## src/rtl/aes_block_sequencer_if.sv

```systemverilog
// Bus bundle between the block sequencer and its surroundings.
// Carries the job request from the register file (start, abort, byte_size, key),
// the source buffer read port (src_rd_en, src_addr, src_rd_data), the AES core
// handshake (st_aes, aes_key, plain_text, aes_done, cp_text), the destination
// buffer write port (dst_wr_en, dst_addr, dst_wr_data) and job status
// (busy, done, blk_cnt).
// master: the sequencer side; slave: register file / core / buffer side.
interface aes_block_sequencer_if #(
    parameter int BUF_AW = 7,
    parameter int CNT_W  = 12
);
    logic              start;
    logic              abort;
    logic [15:0]       byte_size;
    logic [127:0]      key;
    logic              src_rd_en;
    logic [BUF_AW-1:0] src_addr;
    logic [31:0]       src_rd_data;
    logic              st_aes;
    logic [127:0]      aes_key;
    logic [127:0]      plain_text;
    logic              aes_done;
    logic [127:0]      cp_text;
    logic              dst_wr_en;
    logic [BUF_AW-1:0] dst_addr;
    logic [31:0]       dst_wr_data;
    logic              busy;
    logic              done;
    logic [CNT_W-1:0]  blk_cnt;

    modport master (
        input  start, abort, byte_size, key, src_rd_data, aes_done, cp_text,
        output src_rd_en, src_addr, st_aes, aes_key, plain_text,
               dst_wr_en, dst_addr, dst_wr_data, busy, done, blk_cnt
    );

    modport slave (
        output start, abort, byte_size, key, src_rd_data, aes_done, cp_text,
        input  src_rd_en, src_addr, st_aes, aes_key, plain_text,
               dst_wr_en, dst_addr, dst_wr_data, busy, done, blk_cnt
    );
endinterface

```

## src/rtl/aes_block_sequencer.sv

```systemverilog
// Drives the AES core over a multi-block buffer: reads four 32-bit source words,
// packs them into a 128-bit block, runs the core, then writes the ciphertext
// back as four words. Repeats for byte_size[15:4] blocks and pulses done.
// Ports:
//   clk  - clock, all logic on the rising edge
//   rst  - asynchronous active-high reset
//   bus  - aes_block_sequencer_if.master (job control, source read port,
//          AES core handshake, destination write port, status)
module aes_block_sequencer #(
    parameter int BUF_AW = 7,
    parameter int CNT_W  = 12
) (
    input  logic                  clk,
    input  logic                  rst,
    aes_block_sequencer_if.master bus
);
    localparam logic [2:0] IDLE  = 3'd0;
    localparam logic [2:0] RD    = 3'd1;
    localparam logic [2:0] CAP   = 3'd2;
    localparam logic [2:0] START = 3'd3;
    localparam logic [2:0] WAIT  = 3'd4;
    localparam logic [2:0] WR    = 3'd5;
    localparam logic [2:0] CHK   = 3'd6;
    localparam logic [2:0] DONE  = 3'd7;

    // Byte order of a buffer word is the reverse of the block byte order.
    function automatic logic [31:0] bswap(input logic [31:0] w);
        return {w[7:0], w[15:8], w[23:16], w[31:24]};
    endfunction

    logic [2:0]       state_reg, state_next;
    logic [1:0]       k_reg;
    logic [CNT_W-1:0] blk_reg, nblk_reg, blk_cnt_reg;
    logic [CNT_W-1:0] blk_inc, nblk_in;
    logic [127:0]     key_reg, pt_reg, ct_reg;
    logic [31:0]      rd_word;
    logic [31:0]      ct_word [4];
    logic             rd_en, wr_en, abort_hit;
    logic             unused_low_bits;

    assign nblk_in         = CNT_W'(bus.byte_size[15:4]);
    assign unused_low_bits = ^bus.byte_size[3:0];
    assign blk_inc         = blk_reg + CNT_W'(1);
    assign rd_word         = bswap(bus.src_rd_data);
    assign abort_hit       = bus.abort && (state_reg != IDLE);

    genvar gi;
    generate
        for (gi = 0; gi < 4; gi++) begin : g_ct_word
            assign ct_word[gi] = bswap(ct_reg[127-32*gi -: 32]);
        end
    endgenerate

    always_comb begin
        state_next = state_reg;
        if (abort_hit) begin
            state_next = IDLE;
        end else begin
            case (state_reg)
                IDLE:    if (bus.start) state_next = (nblk_in != '0) ? RD : DONE;
                RD:      if (k_reg == 2'd3) state_next = CAP;
                CAP:     state_next = START;
                START:   state_next = WAIT;
                WAIT:    if (bus.aes_done) state_next = WR;
                WR:      if (k_reg == 2'd3) state_next = CHK;
                CHK:     state_next = (blk_inc == nblk_reg) ? DONE : RD;
                DONE:    state_next = IDLE;
                default: state_next = IDLE;
            endcase
        end
    end

    always_ff @(posedge clk or posedge rst) begin
        if (rst) begin
            state_reg   <= IDLE;
            k_reg       <= 2'd0;
            blk_reg     <= '0;
            nblk_reg    <= '0;
            blk_cnt_reg <= '0;
            key_reg     <= '0;
            pt_reg      <= '0;
            ct_reg      <= '0;
        end else begin
            state_reg <= state_next;
            if (abort_hit) begin
                // Partial block count and registers are left as they are.
                k_reg <= 2'd0;
            end else begin
                case (state_reg)
                    IDLE: begin
                        if (bus.start) begin
                            key_reg     <= bus.key;
                            nblk_reg    <= nblk_in;
                            blk_reg     <= '0;
                            blk_cnt_reg <= '0;
                            k_reg       <= 2'd0;
                        end
                    end
                    RD: begin
                        // Read data lags the address by one cycle, so the
                        // word read at k-1 is captured while issuing read k.
                        k_reg <= k_reg + 2'd1;
                        case (k_reg)
                            2'd1:    pt_reg[127:96] <= rd_word;
                            2'd2:    pt_reg[95:64]  <= rd_word;
                            2'd3:    pt_reg[63:32]  <= rd_word;
                            default: ;
                        endcase
                    end
                    CAP:  pt_reg[31:0] <= rd_word;
                    WAIT: if (bus.aes_done) ct_reg <= bus.cp_text;
                    WR:   k_reg <= k_reg + 2'd1;
                    CHK: begin
                        blk_reg     <= blk_inc;
                        blk_cnt_reg <= blk_cnt_reg + CNT_W'(1);
                    end
                    default: ;
                endcase
            end
        end
    end

    assign rd_en = (state_reg == RD);
    assign wr_en = (state_reg == WR);

    // Word address is 4*blk + k, wrapping modulo the buffer size.
    assign bus.src_rd_en   = rd_en;
    assign bus.src_addr    = rd_en ? BUF_AW'({blk_reg, k_reg}) : '0;
    assign bus.dst_wr_en   = wr_en;
    assign bus.dst_addr    = wr_en ? BUF_AW'({blk_reg, k_reg}) : '0;
    assign bus.dst_wr_data = wr_en ? ct_word[k_reg] : '0;
    assign bus.st_aes      = (state_reg == START);
    assign bus.aes_key     = key_reg;
    assign bus.plain_text  = pt_reg;
    assign bus.busy        = (state_reg != IDLE);
    assign bus.done        = (state_reg == DONE);
    assign bus.blk_cnt     = blk_cnt_reg;
endmodule
```

## src/flat_wrapper.sv

```systemverilog
// flat-port wrapper written by rule: the top's interface ports become plain ports
module aes_block_sequencer_flat 
#(
    parameter int BUF_AW = 7,
    parameter int CNT_W  = 12
)
  (clk, rst, bus_start, bus_abort, bus_byte_size, bus_key, bus_src_rd_data, bus_aes_done, bus_cp_text, bus_src_rd_en, bus_src_addr, bus_st_aes, bus_aes_key, bus_plain_text, bus_dst_wr_en, bus_dst_addr, bus_dst_wr_data, bus_busy, bus_done, bus_blk_cnt);
  aes_block_sequencer_if #(.BUF_AW(BUF_AW), .CNT_W(CNT_W)) bus_i ();
  input  logic clk;
  input  logic rst;
  input wire logic [$bits(bus_i.start)-1:0] bus_start;
  input wire logic [$bits(bus_i.abort)-1:0] bus_abort;
  input wire logic [$bits(bus_i.byte_size)-1:0] bus_byte_size;
  input wire logic [$bits(bus_i.key)-1:0] bus_key;
  input wire logic [$bits(bus_i.src_rd_data)-1:0] bus_src_rd_data;
  input wire logic [$bits(bus_i.aes_done)-1:0] bus_aes_done;
  input wire logic [$bits(bus_i.cp_text)-1:0] bus_cp_text;
  output wire logic [$bits(bus_i.src_rd_en)-1:0] bus_src_rd_en;
  output wire logic [$bits(bus_i.src_addr)-1:0] bus_src_addr;
  output wire logic [$bits(bus_i.st_aes)-1:0] bus_st_aes;
  output wire logic [$bits(bus_i.aes_key)-1:0] bus_aes_key;
  output wire logic [$bits(bus_i.plain_text)-1:0] bus_plain_text;
  output wire logic [$bits(bus_i.dst_wr_en)-1:0] bus_dst_wr_en;
  output wire logic [$bits(bus_i.dst_addr)-1:0] bus_dst_addr;
  output wire logic [$bits(bus_i.dst_wr_data)-1:0] bus_dst_wr_data;
  output wire logic [$bits(bus_i.busy)-1:0] bus_busy;
  output wire logic [$bits(bus_i.done)-1:0] bus_done;
  output wire logic [$bits(bus_i.blk_cnt)-1:0] bus_blk_cnt;
  assign bus_i.start = bus_start;
  assign bus_i.abort = bus_abort;
  assign bus_i.byte_size = bus_byte_size;
  assign bus_i.key = bus_key;
  assign bus_i.src_rd_data = bus_src_rd_data;
  assign bus_i.aes_done = bus_aes_done;
  assign bus_i.cp_text = bus_cp_text;
  assign bus_src_rd_en = bus_i.src_rd_en;
  assign bus_src_addr = bus_i.src_addr;
  assign bus_st_aes = bus_i.st_aes;
  assign bus_aes_key = bus_i.aes_key;
  assign bus_plain_text = bus_i.plain_text;
  assign bus_dst_wr_en = bus_i.dst_wr_en;
  assign bus_dst_addr = bus_i.dst_addr;
  assign bus_dst_wr_data = bus_i.dst_wr_data;
  assign bus_busy = bus_i.busy;
  assign bus_done = bus_i.done;
  assign bus_blk_cnt = bus_i.blk_cnt;
  aes_block_sequencer #(.BUF_AW(BUF_AW), .CNT_W(CNT_W)) u_core (.clk(clk), .rst(rst), .bus(bus_i));
endmodule
```

## config.mk

```make
export PLATFORM = sky130hd
export DESIGN_NAME = aes_block_sequencer_flat
export DESIGN_NICKNAME = d
export VERILOG_FILES = /design/src/rtl/aes_block_sequencer_if.sv /design/src/rtl/aes_block_sequencer.sv /design/src/flat_wrapper.sv
export SDC_FILE = /design/constraint.sdc
export NUM_CORES = 1
export LEC_CHECK = 0
export BUFFER_PORTS_ARGS = -buffer_cell sky130_fd_sc_hd__buf_2
export CAP_MARGIN = 20
export CORE_AREA = 2 2 241 243
export DETAILED_ROUTE_END_ITERATION = 10
export DIE_AREA = 0 0 243 245
export GPL_TIMING_DRIVEN = 0
export PLACE_DENSITY = 0.61
export SYNTH_ARGS = -nofsm -noshare
export SYNTH_HDL_FRONTEND = slang
export SYNTH_SLANG_ARGS = --single-unit
export TNS_END_PERCENT = 50
```

## constraint.sdc

```tcl
create_clock -name clk -period 14.1 [get_ports clk]
set_input_delay 2.82 -clock clk [delete_from_list [all_inputs] [get_ports clk]]
set_output_delay 2.82 -clock clk [all_outputs]
set_load 0.1 [all_outputs]
```

==> results of run 1 <==
[area by class of cell]
type / instances / area [sq um] / area share, %
Sequential cell: 425 / 10600 / 45.2
Multi-Input combinational cell: 925 / 6570 / 27.9
Timing Repair Buffer: 634 / 3340 / 14.2
Clock buffer: 67 / 1390 / 5.93
Tap cell: 765 / 957 / 4.07
Buffer: 86 / 375 / 1.60
Clock inverter: 17 / 181 / 0.771
Inverter: 9 / 37.5 / 0.160
Antenna cell: 12 / 30.0 / 0.128
[worst max path at each step]
stage / endpoint / slack, ns / cells after the start
floorplan: u_core.blk_reg[0]$_DFFE_PP0P_ / 5.54 / 1
global placement: u_core.bus.aes_key[80]$_DFFE_PP0P_ / 3.21 / 2
detailed placement: bus_dst_addr[0] / 8.58 / 6
CTS: bus_dst_addr[0] / 7.93 / 6
global route: bus_dst_wr_data[29] / 7.87 / 5
finish: bus_dst_addr[1] / 8.04 / 6
[layout by cell type (no fill, tap or decap), types with 7 or more instances in the layout]
cell and instances:
nand3_1 9, mux4_2 32, clkbuf_8 10, and2_1 7, a21oi_1 9, mux2_1 253
xor2_1 13, buf_2 659, nor2_1 24, buf_12 11, nand2_1 439, clkbuf_16 49
nand4_1 7, diode_2 12, clkinv_2 8, o21ai_1 14, dfrtp_1 425, o21ai_0 7
and3_1 44, xnor2_1 13, clkbuf_1 55
[stage by stage]
step | worst slack, ns | utilization (%) | cell area, sq um | hold WS [ns] | cells
after floorplan | 5.54 | - | 17600 | 0.459 | 1445
after global placement | 3.21 | 38.0 | 21700 | 0.453 | 2833
after detailed placement | 8.58 | 38.4 | 21900 | 0.457 | 2844
after CTS | 7.93 | 41.2 | 23500 | 0.471 | 2928
after global routing | 7.87 | 41.2 | 23500 | 0.485 | 2935
final | 8.04 | 41.2 | 23500 | 0.467 | 2940
[synth_stat cells (all sizes together), types with 5 or more instances]
library cell and count:
inv 9, and2 7, nor2 24, dfrtp 425, nor3 6, clkbuf 47
xor2 13, nand3 10, and3 44, xnor2 14, a21oi 9, o21ai 21
nand4 8, buf 39, mux2 256, ha 5, nand2 439, mux4 32
nor4 7
[worst max-delay path, stage by stage (launching register included)]
cell,delay [ns]
dfrtp_1,0.32
buf_2,0.20
inv_2,0.09
nor2_1,0.59
clkbuf_1,0.72
and3_1,0.26
buf_2,0.45
[cell families (layout without fill, tap and decap cells)]
family                     Yosys count  in the layout  share of synthesized area [%]
adders and majority gates            5              5                          0.355
AOI/OAI and AO/OA                   48             48                           1.70
DFF                                425            425                           60.4
buffers and inverters               95            813                           2.32
and+or+nand+nor                    557            557                           13.4
xor gates and xnor gates            27             27                           1.38
muxes                              288            288                           20.5
other                                0             12                              0
[routing by layer]
layer / up-vias / global-route usage (%) / wire (um) / share of wire, %
met3: 106 / 5.51 / 4000 / 7.0
li1: 6255 / - / - / -
met5: - / 0 / 115 / 0.20
met4: 18 / 5.81 / 1500 / 2.6
met2: 437 / 32.1 / 28000 / 49
met1: 6721 / 22.8 / 23300 / 41
==> metrics, run 1 <==
Post-Route WL 56900 um; drt drc 0; H-tree levels 2; Hold Crit Class register to register; final setup vio count 0; Hold Path Sink u_core.bus.aes_key[45]$_DFFE_PP0P_; first-pass GRT wire length 85500 um; r2r endpoint u_core.bus.plain_text[81]$_DFFE_PP0P_; Total GRT Usage 18.7%; CP max FO 10; initial core utilization a little under a third; Final GP Congestion 0.898; fmax 165 MHz; Post-synth EDFFs 0; Seq cells post-synth between 400 and 500; worst skew pair latency 0.58 ns; CTS tree built; CP arrival about 3.2 ns; largest net degree at the start of global routing 44; Clock Sinks 425; Reg2Reg Setup Slack 11.04 ns; core area 57000 sq um; Worst Hold Launch u_core.bus.aes_key[45]$_DFFE_PP0P_; Routed WL per cell 19.3 um; Final Hold Fails 0; PortBufs 623; Pre-antenna DRT Iters 5; DR vias 13500; Crit Path Class register to primary output; Yosys warning count 0; Min Clock Period, post-route 6.06 ns; number of global-route vias before repair 14200; Ports between 600 and 700; Req. time, crit path between 10 and 15 ns; worst-case reg-to-reg path depth 7; Setup TNS Final 0 ns; Clk pin slew, worst setup/hold paths approximately 0.070 ns; top_reg_cell synth dfrtp_1; CTS Hold Buffers Added 0; period utilisation layout between 40% and 50%; Starting DRT DRC Count between 500 and 600; CTS buffer count 48; share of cells above drive strength 1 a little over a third; Die Y 245 um; Cell variety after synth 47; Synth Area per Inst 12.2 sq um; synthesis-to-layout area growth 33.5%; clock buffer depth 3; leading area contributor after synthesis dfrtp_1; Critical Path Sink Type primary output; reg2reg start u_core.k_reg[0]$_DFFE_PP0P_; Startpoint Class register; Root Buffer clkbuf_16; Slew HR between 40% and 50%; Max Slew Vio Count 0; dpl hpwl approximately 44000 um; Synth area leaders dfrtp_1 60%, mux2_1 16%, nand2_1 9.4%; Clock Skews 0.0146 ns; Nets 2443; Synth async-reset ratio 100%; row cnt between 80 and 90; Worst Hold Depth 2; share of the synthesized area in the top cell type 60.4%; worst setup path startpoint u_core.state_reg[0]$_DFFE_PP0P_; Fill cells between 5000 and 6000; Via density 4.60; Post-CTS Repair Setup Buffers 0; full die area 59500 sq um; Mapped Area 17600 sq um; status complete, no violations; initial antenna violation count 19; Die Wd 243 um; Seq/Total Area, Yosys 60.4%; MaxCap Viol Count 0; unrepaired setup endpoints after global routing false; Synth Net Count roughly 1800; gr ovfl total 0; # resized after CTS 0; Worst-Margin Slew just under 0.9 ns; Routed Antenna Nets 0; Synth Instances ~1400
Power of run 1 is not shown: default switching activity piles up to over one toggle a cycle in this logic, so the estimate is an artifact.
==> run 2, diff against run 1 <==
Settings changed: ABC_AREA set to 1, CORE_AREA 2 2 241 243 to 2 2 247 249, DIE_AREA 0 0 243 245 to 0 0 249 251, PLACE_DENSITY 0.61 to 0.57.
Clock period 14.1 ns to 5.7 ns, I/O delays scaled along.
==> run 2 against run 1 <==
Non-clock buffer count grew 14. Routed wire length increased by 13%. Cell area decreased by 0.13%. Worst hold slack gained 0.0054 ns. Synthesized area down 0.65%. Worst setup slack worse by 6.8 ns. Sequential share of layout area is 0.058 points higher. Critical path depth up 1. Register-to-register slack worse by 8.5 ns. Cell count is 15% higher. Die area up 5.0%. Critical path type unchanged.
==> metrics, run 2 <==
top_reg_cell synth dfrtp_1; leading area contributor after synthesis dfrtp_1; worst-case reg-to-reg path depth 8; CP max FO 10; Min Clock Period, post-route 4.42 ns; Root Buffer clkbuf_16; Cell variety after synth 39; most numerous cell in the Yosys netlist nand2_1; Starting DRT DRC Count 1014; placed instance area ~22000 sq um; Synth area leaders dfrtp_1 61%, nand2_1 13%, mux2_1 5.5%; number of global-route vias before repair 16200; CTS tree built; share of the synthesized area in the top cell type 60.8%; post-layout util roughly two fifths; post-synthesis compound-gate area fraction 9.47%; status complete, no violations; largest family of logic cells by synthesized area simple AND/OR/NAND/NOR gates; Seq cells post-synth about 430; H-tree levels 2; Final Hold Fails 0; Seq/Total Area, Yosys 60.8%; most frequent cells in the layout 649 x buf_2, 626 x nand2_1, 425 x dfrtp_1; Max Slew Vio Count 0; period utilisation layout ~78%; first-pass GRT wire length a little under 100000 um; largest net degree at the start of global routing 44; Post-synth EDFFs 0; Worst Hold Launch u_core.bus.aes_key[84]$_DFFE_PP0P_; Hold Crit Class register to register; share of cells above drive strength 1 between 20% and 30%; Nets between 2000 and 3000; synthesis-to-layout area growth 34.2%; post-synthesis simple-gate area fraction 18.5%; Hold Path Sink u_core.bus.aes_key[84]$_DFFE_PP0P_; CTS Hold Buffers Added 0; Die Y 251 um; gr ovfl total 0; drt drc 0; row cnt 90; Via density between 4 and 5; Worst-Margin Slew 0.831 ns; Clock Sinks roughly 430; DR vias 15800; Worst Hold Depth 2; initial core utilization roughly 30%; XOR/XNOR Fraction of Synth Area less than 1%; Total GRT Usage 20.1%; core area 59800 sq um; Ports between 600 and 700; placed cells 3287; Routed WL per cell around 19 um; final setup vio count 0; Post-Route WL approximately 64000 um; Mapped Area 17500 sq um; Synth Area per Inst 9.35 sq um; top post-synthesis cells by count 626 x nand2_1, 425 x dfrtp_1, 171 x o21ai_0; Die Wd between 200 and 250 um; commonest non-fill, non-tap cell in the layout buf_2; r2r endpoint u_core.bus.plain_text[112]$_DFFE_PP0P_; mux cell area share after synthesis 5.92%; Req. time, crit path 4.56 ns; Synth Instances 1871; Synth Net Count between 2000 and 2500; PortBufs roughly 620; clock buffer depth 3; reg2reg start u_core.k_reg[1]$_DFFE_PP0P_; Crit Path Class register to primary output; fmax 226 MHz; Post-Layout Cell Count 3395; dpl hpwl 49100 um; adder-cell share of the synthesized area less than 1%; CP arrival 3.28 ns; Reg2Reg Setup Slack 2.59 ns; Routed Antenna Nets 0; Startpoint Class register; CTS buffer count between 40 and 50; worst skew pair latency 0.59 ns; Final GP Congestion 0.879; Clock Skews 0.0247 ns; # resized after CTS 0; Pre-antenna DRT Iters 5; unrepaired setup endpoints after global routing false; Clk pin slew, worst setup/hold paths 0.06 ns; Yosys warning count 0; MaxCap Viol Count 0; Synth async-reset ratio 100%; Slew HR 44.6%; Critical Path Sink Type primary output; finished layout cell area around 23000 sq um; initial antenna violation count 27; full die area 62500 sq um; Post-CTS Repair Setup Buffers 0
-- run 2: critical path, cell delays in order (launching register included) --
cell and delay, ns:
dfrtp_1 0.42, clkbuf_1 0.17, inv_1 0.10, clkbuf_1 0.40
clkbuf_1 0.65, o21ai_0 0.32, a21oi_1 0.18, buf_2 0.46
-- run 2: stage by stage --
step                setup TNS (ns)  setup slack [ns]  hold slack [ns]
floorplan                  -499.56             -1.18            0.459
global placement          -1596.99             -3.83            0.458
detailed placement               0              1.96            0.459
CTS                              0              1.32            0.475
global route                     0              1.10            0.496
finish                           0              1.28            0.472
-- run 2: worst max-delay path by stage --
| stage | cells after the start | endpoint | from | slack, ns |
|---|---|---|---|---|
| after floorplan | 1 | u_core.blk_reg[0]$_DFFE_PP0P_ | rst | -1.18 |
| after global placement | 2 | u_core.bus.aes_key[80]$_DFFE_PP0P_ | rst | -3.83 |
| after detailed placement | 7 | bus_dst_wr_data[24] | u_core.k_reg[0]$_DFFE_PP0P_ | 1.96 |
| after CTS | 7 | bus_dst_wr_data[24] | u_core.k_reg[0]$_DFFE_PP0P_ | 1.32 |
| after global routing | 7 | bus_dst_wr_data[28] | u_core.k_reg[0]$_DFFE_PP0P_ | 1.10 |
| final | 7 | bus_dst_wr_data[24] | u_core.k_reg[0]$_DFFE_PP0P_ | 1.28 |
-- run 2: final cells by class --
type / instances / area [sq um]
Buffer: 100 / 408
Antenna cell: 19 / 47.5
Clock inverter: 15 / 211
Sequential cell: 425 / 10600
Inverter: 115 / 435
Clock buffer: 74 / 1410
Multi-Input combinational cell: 1231 / 6030
Fill cell: 6115 / 36300
Timing Repair Buffer: 634 / 3340
Tap cell: 782 / 978
-- run 2: per-layer routing --
| layer | up-vias | global-route usage, % | share of wire, % |
|---|---|---|---|
| met2 | 601 | 33.1 | 48 |
| met1 | 7659 | 24.8 | 41 |
| met3 | 149 | 5.39 | 7.3 |
| met4 | 12 | 9.02 | 4.2 |
| li1 | 7413 | - | - |
| met5 | - | 0 | 0.11 |
-- run 2: logic make-up (layout without fill, tap and decap cells) --
family | count (synthesis) | after routing
multiplexers | 92 | 92
flip-flops | 425 | 425
XOR/XNOR | 3 | 3
adder cells (fa/ha/maj) | 5 | 5
buffers and inverters | 215 | 938
AND/OR/NAND/NOR | 820 | 820
AO/OA/AOI/OAI | 311 | 311
other | 0 | 19
Power of run 2 is left out for the same reason.
==> run 3, diff against run 2 <==
Clock period 5.7 ns to 4.27 ns, I/O delays scaled along.
==> run 3 against run 2 <==
Flip-flop and latch count unchanged. Die area is the same. Sequential share of layout area about the same. Critical path depth shrank 1. Core utilization is essentially flat. Cell area about the same. Count of clock-buffer cells in the layout unchanged. Global-route usage did not move. Cell count is the same. Non-clock buffer count stayed put. Worst hold slack lost 0.13 ns.
==> metrics, run 3 (synthesis gave the netlist of run 2 again) <==
fmax 252 MHz; drt drc 0; largest net degree at the start of global routing 44; DR vias 15800; Clock Skews 0.0250 ns; core area 59800 sq um; most frequent cells in the layout 649 x buf_2, 626 x nand2_1, 425 x dfrtp_1; Routed WL per cell 18.9 um; Starting DRT DRC Count 1014; clock buffer depth 3; CTS buffer count 49; dpl hpwl 49100 um; period utilisation layout ~93%; H-tree levels 2; Routed Antenna Nets 0; Via density 4.67; CTS Hold Buffers Added 0; commonest non-fill, non-tap cell in the layout buf_2; CP arrival 3.12 ns; Pre-antenna DRT Iters 5; CP max FO 10; share of cells above drive strength 1 29.2%; Req. time, crit path 3.42 ns; Post-CTS Repair Setup Buffers 0; synthesis-to-layout area growth 34.2%; Clk pin slew, worst setup/hold paths 0.06 ns; Startpoint Class register; worst-case reg-to-reg path depth 8; Fill cells 6114; Ports 628; full die area 62500 sq um; MaxCap Viol Count 0; worst skew pair latency 0.59 ns; Worst-Margin Slew 0.832 ns; status complete, no violations; Root Buffer clkbuf_16; Clock Sinks 425; initial antenna violation count 27; row cnt 90; # resized after CTS 0; CTS tree built; unrepaired setup endpoints after global routing false; number of global-route vias before repair 16200; Slew HR 44.5%; Critical Path Sink Type primary output; Max Slew Vio Count 0; Final Hold Fails 0; Min Clock Period, post-route 3.97 ns; Post-Route WL 64100 um; gr ovfl total 0; PortBufs a little over 600; Final GP Congestion ~0.9; first-pass GRT wire length 96900 um; Die Y around 250 um; placed cells 3287; Crit Path Class register to primary output; Nets 2870; Total GRT Usage 20.1%; final setup vio count 0; Die Wd 249 um; Post-Layout Cell Count 3395; Hold Crit Class primary input to asynchronous set/reset pin; initial core utilization 29.3%
[run 3: layout make-up]
cell class / instances / area (sq um) / area share (%)
diodes: 19 / 47.5 / 0.202
repair buffers: 634 / 3340 / 14.2
clock inverters: 15 / 211 / 0.900
flip-flops and latches: 425 / 10600 / 45.3
well taps: 782 / 978 / 4.16
multi-input cells: 1231 / 6030 / 25.7
plain buffers: 100 / 409 / 1.74
clock buffers: 74 / 1410 / 6.00
inverters: 115 / 435 / 1.85
[run 3: worst max-delay path, cell delays in order, from the launching register on]
cell      delay [ns]
dfrtp_1         0.41
clkbuf_1        0.22
clkbuf_1        0.42
clkbuf_1        0.57
o211ai_1        0.26
a21oi_1         0.21
buf_2           0.45
[run 3: final timing paths]
| path | start | end | slack (ns) |
|---|---|---|---|
| worst max-delay path | u_core.k_reg[0]$_DFFE_PP0P_ | bus_dst_wr_data[23] | 0.30 |
| worst min register to register | u_core.bus.aes_key[84]$_DFFE_PP0P_ | u_core.bus.aes_key[84]$_DFFE_PP0P_ | 0.47 |
| min in group clk | bus_key[105] | u_core.bus.aes_key[105]$_DFFE_PP0P_ | 0.46 |
| max in group asynchronous | rst | u_core.bus.aes_key[83]$_DFFE_PP0P_ | 2.24 |
| worst min-delay path | rst | u_core.ct_reg[21]$_DFFE_PP0P_ | 0.34 |
| worst max register to register | u_core.k_reg[1]$_DFFE_PP0P_ | u_core.bus.plain_text[112]$_DFFE_PP0P_ | 1.14 |
[run 3: per-layer routing]
metal,share of wire [%],wire [um],GRT usage [%],vias up
met5,0.11,72,0,-
met4,4.2,2700,9.02,12
met3,7.4,4760,5.39,147
met2,48,30600,33.1,613
met1,40,25900,24.8,7663
li1,-,-,-,7413
[run 3: stage by stage]
stage	instance area, sq um	setup WS, ns	TNS (ns)	util (%)	hold WS, ns
floorplan	17500	-2.32	-1004.56	-	0.459
global placement	21600	-4.97	-2083.19	36.1	0.458
detailed placement	21800	0.811	0	36.5	0.459
CTS	23400	0.171	0	39.2	0.317
global route	23500	0.0364	0	39.3	0.359
finish	23500	0.298	0	39.3	0.340
Power of run 3 is left out for the same reason.
